<file path="src/rtl/decode_pkg.sv">
// rtl/decode_pkg.sv - instruction field positions shared by the decode stage
package decode_pkg;
   localparam int INSTR_W = 32;
   localparam int RS_LSB  = 21;
   localparam int RT_LSB  = 16;
   localparam int RD_LSB  = 11;
endpackage

</file>
<file path="src/rtl/regfile_2r1w.sv">
// rtl/regfile_2r1w.sv - two asynchronous read ports, one synchronous write port
// R0 is hardwired to zero; reset clears every entry.
module regfile_2r1w #(
   parameter int DATA_W = 32,
   parameter int REG_AW = 5
) (
   input  logic              clk,
   input  logic              rst_n,
   input  logic [REG_AW-1:0] rd_a_addr,
   output logic [DATA_W-1:0] rd_a_data,
   input  logic [REG_AW-1:0] rd_b_addr,
   output logic [DATA_W-1:0] rd_b_data,
   input  logic              wr_en,
   input  logic [REG_AW-1:0] wr_addr,
   input  logic [DATA_W-1:0] wr_data
);
   localparam int DEPTH = 2 ** REG_AW;

   logic [DATA_W-1:0] mem [DEPTH];

   always_ff @(posedge clk or negedge rst_n) begin
      if (!rst_n) begin
         for (int i = 0; i < DEPTH; i++) begin
            mem[i] <= '0;
         end
      end else if (wr_en && (wr_addr != '0)) begin
         mem[wr_addr] <= wr_data;
      end
   end

   assign rd_a_data = (rd_a_addr == '0) ? '0 : mem[rd_a_addr];
   assign rd_b_data = (rd_b_addr == '0) ? '0 : mem[rd_b_addr];
endmodule

</file>
<file path="src/rtl/decode_stage_pipe.sv">
// rtl/decode_stage_pipe.sv - decode stage: field split, operand read, imm sign-extend, one output register
// Build option DECODE_BYPASS_EN: writeback forwarded into loading and held entries.
module decode_stage_pipe
   import decode_pkg::*;
#(
   parameter int DATA_W = 32,
   parameter int REG_AW = 5,
   parameter int IMM_W  = 16,
   parameter int PC_W   = 32
) (
   input  logic               clk,
   input  logic               rst_n,
   input  logic               in_valid,
   output logic               in_ready,
   input  logic [INSTR_W-1:0] instruction,
   input  logic [PC_W-1:0]    pc_in,
   input  logic               flush,
   input  logic               wr_en,
   input  logic [REG_AW-1:0]  wr_addr,
   input  logic [DATA_W-1:0]  wr_data,
   output logic               out_valid,
   input  logic               out_ready,
   output logic [PC_W-1:0]    pc_out,
   output logic [DATA_W-1:0]  dataA_out,
   output logic [DATA_W-1:0]  dataB_out,
   output logic [DATA_W-1:0]  sign_extend_out,
   output logic [REG_AW-1:0]  rd_out,
   output logic [REG_AW-1:0]  rs_out,
   output logic [REG_AW-1:0]  rt_out
);
   logic [REG_AW-1:0] rs;
   logic [REG_AW-1:0] rt;
   logic [REG_AW-1:0] rd;
   logic [IMM_W-1:0]  imm;
   logic [DATA_W-1:0] imm_sext;
   logic [DATA_W-1:0] rf_a;
   logic [DATA_W-1:0] rf_b;
   logic [DATA_W-1:0] op_a;
   logic [DATA_W-1:0] op_b;
   logic              load;
   logic              unused_instr;

   assign rs       = instruction[RS_LSB +: REG_AW];
   assign rt       = instruction[RT_LSB +: REG_AW];
   assign rd       = instruction[RD_LSB +: REG_AW];
   assign imm      = instruction[IMM_W-1:0];
   assign imm_sext = DATA_W'(signed'(imm));
   // opcode/funct bits are decoded downstream, not here
   assign unused_instr = ^instruction;

   regfile_2r1w #(
      .DATA_W (DATA_W),
      .REG_AW (REG_AW)
   ) u_regfile (
      .clk       (clk),
      .rst_n     (rst_n),
      .rd_a_addr (rs),
      .rd_a_data (rf_a),
      .rd_b_addr (rt),
      .rd_b_data (rf_b),
      .wr_en     (wr_en),
      .wr_addr   (wr_addr),
      .wr_data   (wr_data)
   );

`ifdef DECODE_BYPASS_EN
   assign op_a = (wr_en && (wr_addr == rs) && (rs != '0)) ? wr_data : rf_a;
   assign op_b = (wr_en && (wr_addr == rt) && (rt != '0)) ? wr_data : rf_b;
`else
   assign op_a = rf_a;
   assign op_b = rf_b;
`endif

   assign in_ready = !out_valid || out_ready;
   assign load     = in_valid && in_ready && !flush;

   always_ff @(posedge clk or negedge rst_n) begin
      if (!rst_n) begin
         out_valid       <= 1'b0;
         pc_out          <= '0;
         dataA_out       <= '0;
         dataB_out       <= '0;
         sign_extend_out <= '0;
         rd_out          <= '0;
         rs_out          <= '0;
         rt_out          <= '0;
      end else if (flush) begin
         out_valid <= 1'b0;
      end else if (load) begin
         out_valid       <= 1'b1;
         pc_out          <= pc_in;
         dataA_out       <= op_a;
         dataB_out       <= op_b;
         sign_extend_out <= imm_sext;
         rd_out          <= rd;
         rs_out          <= rs;
         rt_out          <= rt;
      end else if (out_ready) begin
         out_valid <= 1'b0;
      end else if (out_valid) begin
`ifdef DECODE_BYPASS_EN
         // a stalled entry tracks writebacks to its source registers
         if (wr_en && (wr_addr == rs_out) && (rs_out != '0)) begin
            dataA_out <= wr_data;
         end
         if (wr_en && (wr_addr == rt_out) && (rt_out != '0)) begin
            dataB_out <= wr_data;
         end
`endif
      end
   end
endmodule

</file>
<file path="config.mk">
export PLATFORM = sky130hd
export DESIGN_NAME = decode_stage_pipe
export DESIGN_NICKNAME = d
export VERILOG_FILES = /design/src/rtl/decode_pkg.sv /design/src/rtl/regfile_2r1w.sv /design/src/rtl/decode_stage_pipe.sv
export SDC_FILE = /design/constraint.sdc
export NUM_CORES = 2
export LEC_CHECK = 0
export CORE_MARGIN = 2
export CORE_UTILIZATION = 56
export CTS_BUF_LIST = sky130_fd_sc_hd__clkbuf_8 sky130_fd_sc_hd__clkbuf_16
export DETAILED_ROUTE_END_ITERATION = 10
export HOLD_SLACK_MARGIN = 0.12
export PLACE_DENSITY = 0.79
export SLEW_MARGIN = 15
export SYNTH_ARGS = -nofsm -noshare
export SYNTH_HDL_FRONTEND = slang
export SYNTH_SLANG_ARGS = --single-unit
</file>
<file path="constraint.sdc">
create_clock -name clk -period 1.6 [get_ports clk]
set_clock_uncertainty 0.2 [all_clocks]
set_input_delay 0.32 -clock clk [delete_from_list [all_inputs] [get_ports clk]]
set_output_delay 0.32 -clock clk [all_outputs]
set_load 0.02 [all_outputs]
</file>
Word-level counts from Yosys, hierarchy flattened
Cells that the tools add are included.
Widths: inputs -> output; s select.
Storage, ports and cells
  bits in registers: 1152
  output and inout bits: 145
Operators by class
  order comparisons: 4
  multiplexer cells: 14
  bitwise gates (word level): 4
  reductions and logical operators: 12
Operator list (count)
  $bwmux 1024: 1
  $bmux 32 s5: 2
  $mux 32: 7
  $demux 32 s5: 1
  $ge 6x6->1 const B: 3
  $not 5->6: 3
  $logic_not 5->1: 2
  $lt 6x1->1 const B: 1
  $reduce_bool 5->1: 1
  $logic_and 1x1->1: 4
  $mux 1: 3
  $reduce_bool 3->1: 1
  $logic_not 1->1: 2
  $reduce_and 2->1: 1
  $logic_or 1x1->1: 1
  $not 1->1: 1

Longest topological paths before layout
  depth in word-level cells: 6
  gate-level depth with buffers: 9
  mapped depth without buffers: 4

Modules after synthesis
A second synthesis with hierarchy kept.
Unflattened totals
  cells, all modules: 3905
  area total of the unflattened synthesis: 59130.5 sq um
Modules (own cells, without submodules)
  regfile_2r1w: instances 1, cells an instance 3621, area an instance 54369.6 sq um, seq. area each 25624.6 sq um
  decode_stage_pipe: instances 1, cells an instance 284, area an instance 4760.8 sq um, seq. area each 3078.0 sq um

Worst setup path after synthesis
Ideal clock, no wire load.
  path kind: reg2reg
  start: register out_valid
  end: register pc_out[30]
  arrival time: 1754 ps
  required time: 1275 ps
  slack: -478 ps
  cell stages (with the launch flop): 7
  period minus slack after synthesis: 2078 ps
  cells stage by stage: dfrtp_1 -> nand2b_1 -> clkbuf_1 -> nand2_1 -> buf_2 -> buf_2 -> mux2_2
On the way
  cells in the longest elaborated chain, start to end: 5
RTL lines
  from (decl): RTL line decode_stage_pipe.sv:21  | output logic out_valid,
  from (signal assigned): RTL line decode_stage_pipe.sv:79  | out_valid <= 1'b0;
  from (signal assigned): RTL line decode_stage_pipe.sv:88  | out_valid <= 1'b0;
  from (signal assigned): RTL line decode_stage_pipe.sv:90  | out_valid <= 1'b1;
  $logic_not 1->1: RTL line decode_stage_pipe.sv:74  | assign in_ready = !out_valid || out_ready;
  $logic_or 1x1->1: RTL line decode_stage_pipe.sv:74
  via in_ready: RTL line decode_stage_pipe.sv:14  | output logic in_ready,
  $logic_and 1x1->1 (2 in series): RTL line decode_stage_pipe.sv:75  | assign load = in_valid && in_ready && !flush;
  $reduce_and 2->1 (no line)
  to (signal assigned): RTL line decode_stage_pipe.sv:91  | pc_out <= pc_in;
  to (decl): RTL line decode_stage_pipe.sv:23  | output logic [PC_W-1:0] pc_out,
The timed path passes the listed nets, and every way through them passes these cells.
A chain may end at the register's enable or synchronous reset.

Worst setup path after layout
  start: register u_regfile.mem[284] in the netlist's numbering
  end: register dataA_out[28]
On the way
  cells in the longest elaborated chain, start to end: 4
RTL lines
  from (decl): RTL line regfile_2r1w.sv:19  | logic [DATA_W-1:0] mem [DEPTH];
  from (signal, indexed assignment): RTL line regfile_2r1w.sv:27  | mem[wr_addr] <= wr_data;
  $bmux 32 s5: RTL line regfile_2r1w.sv:31  | assign rd_a_data = (rd_a_addr == '0) ? '0 : mem[rd_a_addr];
  $mux 32 (implied by the code) (2 in series): RTL line regfile_2r1w.sv:31
  $mux 32: RTL line regfile_2r1w.sv:31
  to (signal assigned): RTL line decode_stage_pipe.sv:92  | dataA_out <= op_a;
  to (decl): RTL line decode_stage_pipe.sv:24  | output logic [DATA_W-1:0] dataA_out,
No other way between the ends. The select of a mux whose other input is x is not followed.

==> results.py <==
metrics = {
    "synthesis": {
        "syn_inst": 4056,
        "synth-seq-cells": 1147,
        "avgSynthCellArea_um2": 14.7,
        "syn-num-nets": 4163,
        "ys_types": 54,
        "yosysWarningCount": 0,
        "ys_top_cells_by_area": "dfrtp_1, mux2_2, mux4_2",
        "syn_area_um2": 59800,
        "ys_seq_area_share_pct": 48.0,
        "yosysTopAreaCell": "dfrtp_1",
        "yosysTopAreaCellShare_pct": 48.0,
    },
    "sta": {
        "clock.fmax_ghz": 0.504,
        "worst_pin_slew_ps": 764,
        "setup_tns_ps": -63840,
        "worst_slack_ps": -383,
        "hold_viol": 0,
        "fin_crit_sh_pct": 124,
        "slew_headroom_pct": 49.0,
        "grt_setup_unrepaired": "yes",
        "setup_viol_count_final": 286,
        "hold-worst-slack_ps": 122,
        "slew_violations": 0,
        "period_needed_ps": 1980,
    },
    "clock_tree": {
        "cts_made_buffers": 118,
        "clkLatencyLatePin_ps": 740,
        "clk_root_buffer_cell": "clkbuf_16",
        "clockBufferDepth": 3,
        "cts_tree": "done",
        "cts_sinks": 1147,
        "htreeDepth": 3,
        "clk_pin_slew_worst_paths_ps": 60,
    },
    "detailed_routing": {
        "antenna_left": 0,
        "routed_wirelength_um": 199000,
        "drc": 0,
        "dr.pass1.iters": 5,
        "wl_per_cell_um": 32.0,
        "route.vias.total": 42400,
        "drt_iter0_drc": 4218,
        "avgViaCountPerCell": 6.81,
    },
    "status": {
        "status": "finished with violations",
        "violations": "setup timing",
    },
    "flow_run": {
        "maxCapViolCount": 0,
    },
    "power": {
        "clkPwrFrac_pct": 31.3,
        "p_sw_share_pct": 28.3,
        "power_density_nw_per_um2": 1180,
        "pwr-share-comb_pct": 25.6,
        "vdd_drop_max_mv": 1.10,
        "p_int_uw": 65100,
        "seq_power_share_pct": 43.1,
        "switchingPower_uw": 25700,
        "p_leak_uw": 0.0346,
    },
    "hold_path": {
        "hold_class": "in2reg",
        "min_from": "instruction[17]",
        "holdPathEnd": "dataB_out[4]$_DFFE_PN0P_",
        "whs_path_depth": 5,
    },
    "die": {
        "chipWidth_um": 331,
        "die_h_um": 331,
        "core_um2": 106000,
        "row_count": 119,
        "pin_count": 252,
        "initial_core_util_pct": 56.7,
        "fp.dieArea_um2": 109000,
    },
    "worst_setup_path": {
        "crit_buf_inv": 0,
        "path_cells": "mux4_4, mux2i_2, a2111oi_2, a22o_1",
        "ff2ff_setup_slack_ps": -380,
        "worstPathRequired_ps": 2020,
        "worstSetupStartpointType": "flop",
        "end_kind": "flop",
        "r2r-start": "u_regfile.mem[284]$_DFFE_PN0P_",
        "worst_path_dominant_cell_family": "multiplexers",
        "cp_slowest_stage_delay_ps": 640,
        "arrival_ps": 2410,
        "critical_path_class": "reg2reg",
        "r2r_end": "dataA_out[28]$_DFFE_PN0P_",
        "cp_max_fo": 3,
        "critPathSlowestCell": "mux4_4",
        "reg2reg_depth": 4,
    },
    "global_routing": {
        "grt_antenna_before_repair": 5,
        "grt_pass1_vias": 44200,
        "grt_max_degree": 90,
        "grt_usage_pct": 35.2,
        "overflow": 0,
        "grt_first_pass_wirelength_um": 285000,
    },
    "place": {
        "place_congestion": 0.909,
        "io_buffers": 245,
        "pre_cts_slack_ps": -1210,
        "placed_cell_area_um2": 69700,
        "hpwl_um": 122000,
    },
    "finish": {
        "final_common_cell": "dfrtp_1",
        "area_delta_synth_final_pct": 29.1,
        "final_util_pct": 73.1,
        "n_fill_cell": 6174,
        "drive_above_1_share_pct": 63.1,
        "final_cell_area_um2": 77200,
        "final_nets": 4848,
        "mostFrequentLayoutCells": "dfrtp_1, mux2_2, buf_4, mux4_2, mux2_4",
    },
}
## tightest hold or removal path, cell delays in order
cell and delay [ps]:
buf_8 150, buf_4 190, mux2i_2 110, nand2_1 80, a32o_1 150
## worst max-delay path by stage
stage,cells past startpoint,startpoint,endpoint,slack [ps]
global placement,7,instruction[20],dataB_out[28]$_DFFE_PN0P_,-1130
detailed placement,7,instruction[20],dataB_out[21]$_DFFE_PN0P_,-1210
CTS,3,out_valid$_DFFE_PN0P_,in_ready,-380
global route,2,sign_extend_out[15]$_DFFE_PN0P_,sign_extend_out[27],-410
finish,4,u_regfile.mem[284]$_DFFE_PN0P_,dataA_out[28]$_DFFE_PN0P_,-380
floorplan,7,instruction[22],dataA_out[13]$_DFFE_PN0P_,-410
## power groups by stage
stage          Clock (uW)  Sequential [uW]  Combinational [uW]
5_1_grt             29700            39600               24400
2_1_floorplan           0            38100               13400
3_5_place_dp            0            39000               20700
3_3_place_gp            0            38500               20100
6_report            28400            39100               23200
4_1_cts             28500            38800               21800
## synth_stat cells, drive strengths merged
cell type / n
a2111oi: 62
or4: 1
nand3: 4
nand4bb: 4
nand2b: 3
a21boi: 2
and3b: 1
nand3b: 4
a21oi: 1
or3b: 1
o31ai: 3
a221oi: 2
o211ai: 2
and3: 3
a211oi: 38
nand4: 2
a22o: 34
inv: 1
mux2i: 136
buf: 289
mux4: 324
nor3: 3
nor4: 2
or2: 4
nand2: 45
nor2b: 9
o22ai: 184
a21o: 2
o21ai: 1
a32o: 28
or4b: 2
a22oi: 2
nor2: 107
dfrtp: 1147
or3: 3
mux2: 1414
nor3b: 8
clkbuf: 174
nand4b: 4
## through the flow
step / power (uW) / instances
after floorplan: 51600 / 4056
after global placement: 58700 / 5819
after detailed placement: 59700 / 5819
after CTS: 89000 / 6154
after global routing: 93700 / 6232
final: 90700 / 6234
## flip-flops by register name (all words and copies together), names as in the netlist
register,cells
dataA_out,32
dataB_out,32
out_valid,1
pc_out,32
rs_out,5
rt_out,5
sign_extend_out,16
u_regfile.mem,1024
## metal layers
layer  share of wire [%]  track usage, %
met5               0.018               0
met3                  10            8.46
met4                 6.4            18.8
met1                  38            46.9
met2                  46            53.7
## kinds of logic after synthesis
| logic type | count (synthesis) | share of synthesized area, % |
|---|---|---|
| muxes | 1874 | 41.1 |
| DFF | 1147 | 48.0 |
| buffers and inverters | 464 | 4.40 |
| AOI/OAI and AO/OA | 361 | 4.82 |
| and+or+nand+nor | 210 | 1.65 |
## cell type report
class	instances	area (um2)	share of cell area, %
flip-flops and latches	1147	28700	37.2
diodes	4	10.0	0.0130
clock inverters	71	598	0.775
repair buffers	1026	11700	15.1
inverters	1	3.75	0.00486
clock buffers	147	3390	4.39
multi-input cells	2447	31000	40.2
well taps	1391	1740	2.25
## what timing repair did
item | CTS | global route
hold buffers | 65 | 4
setup endpoints to repair | 1108 | 1523
endpoints found under the hold margin | 1202 | 15
pin swaps | 15 | 59
cloned | 5 | 16
setup buffers | 47 | 65
resized for setup | 956 | 259
Power figures use the tool's default switching activity.
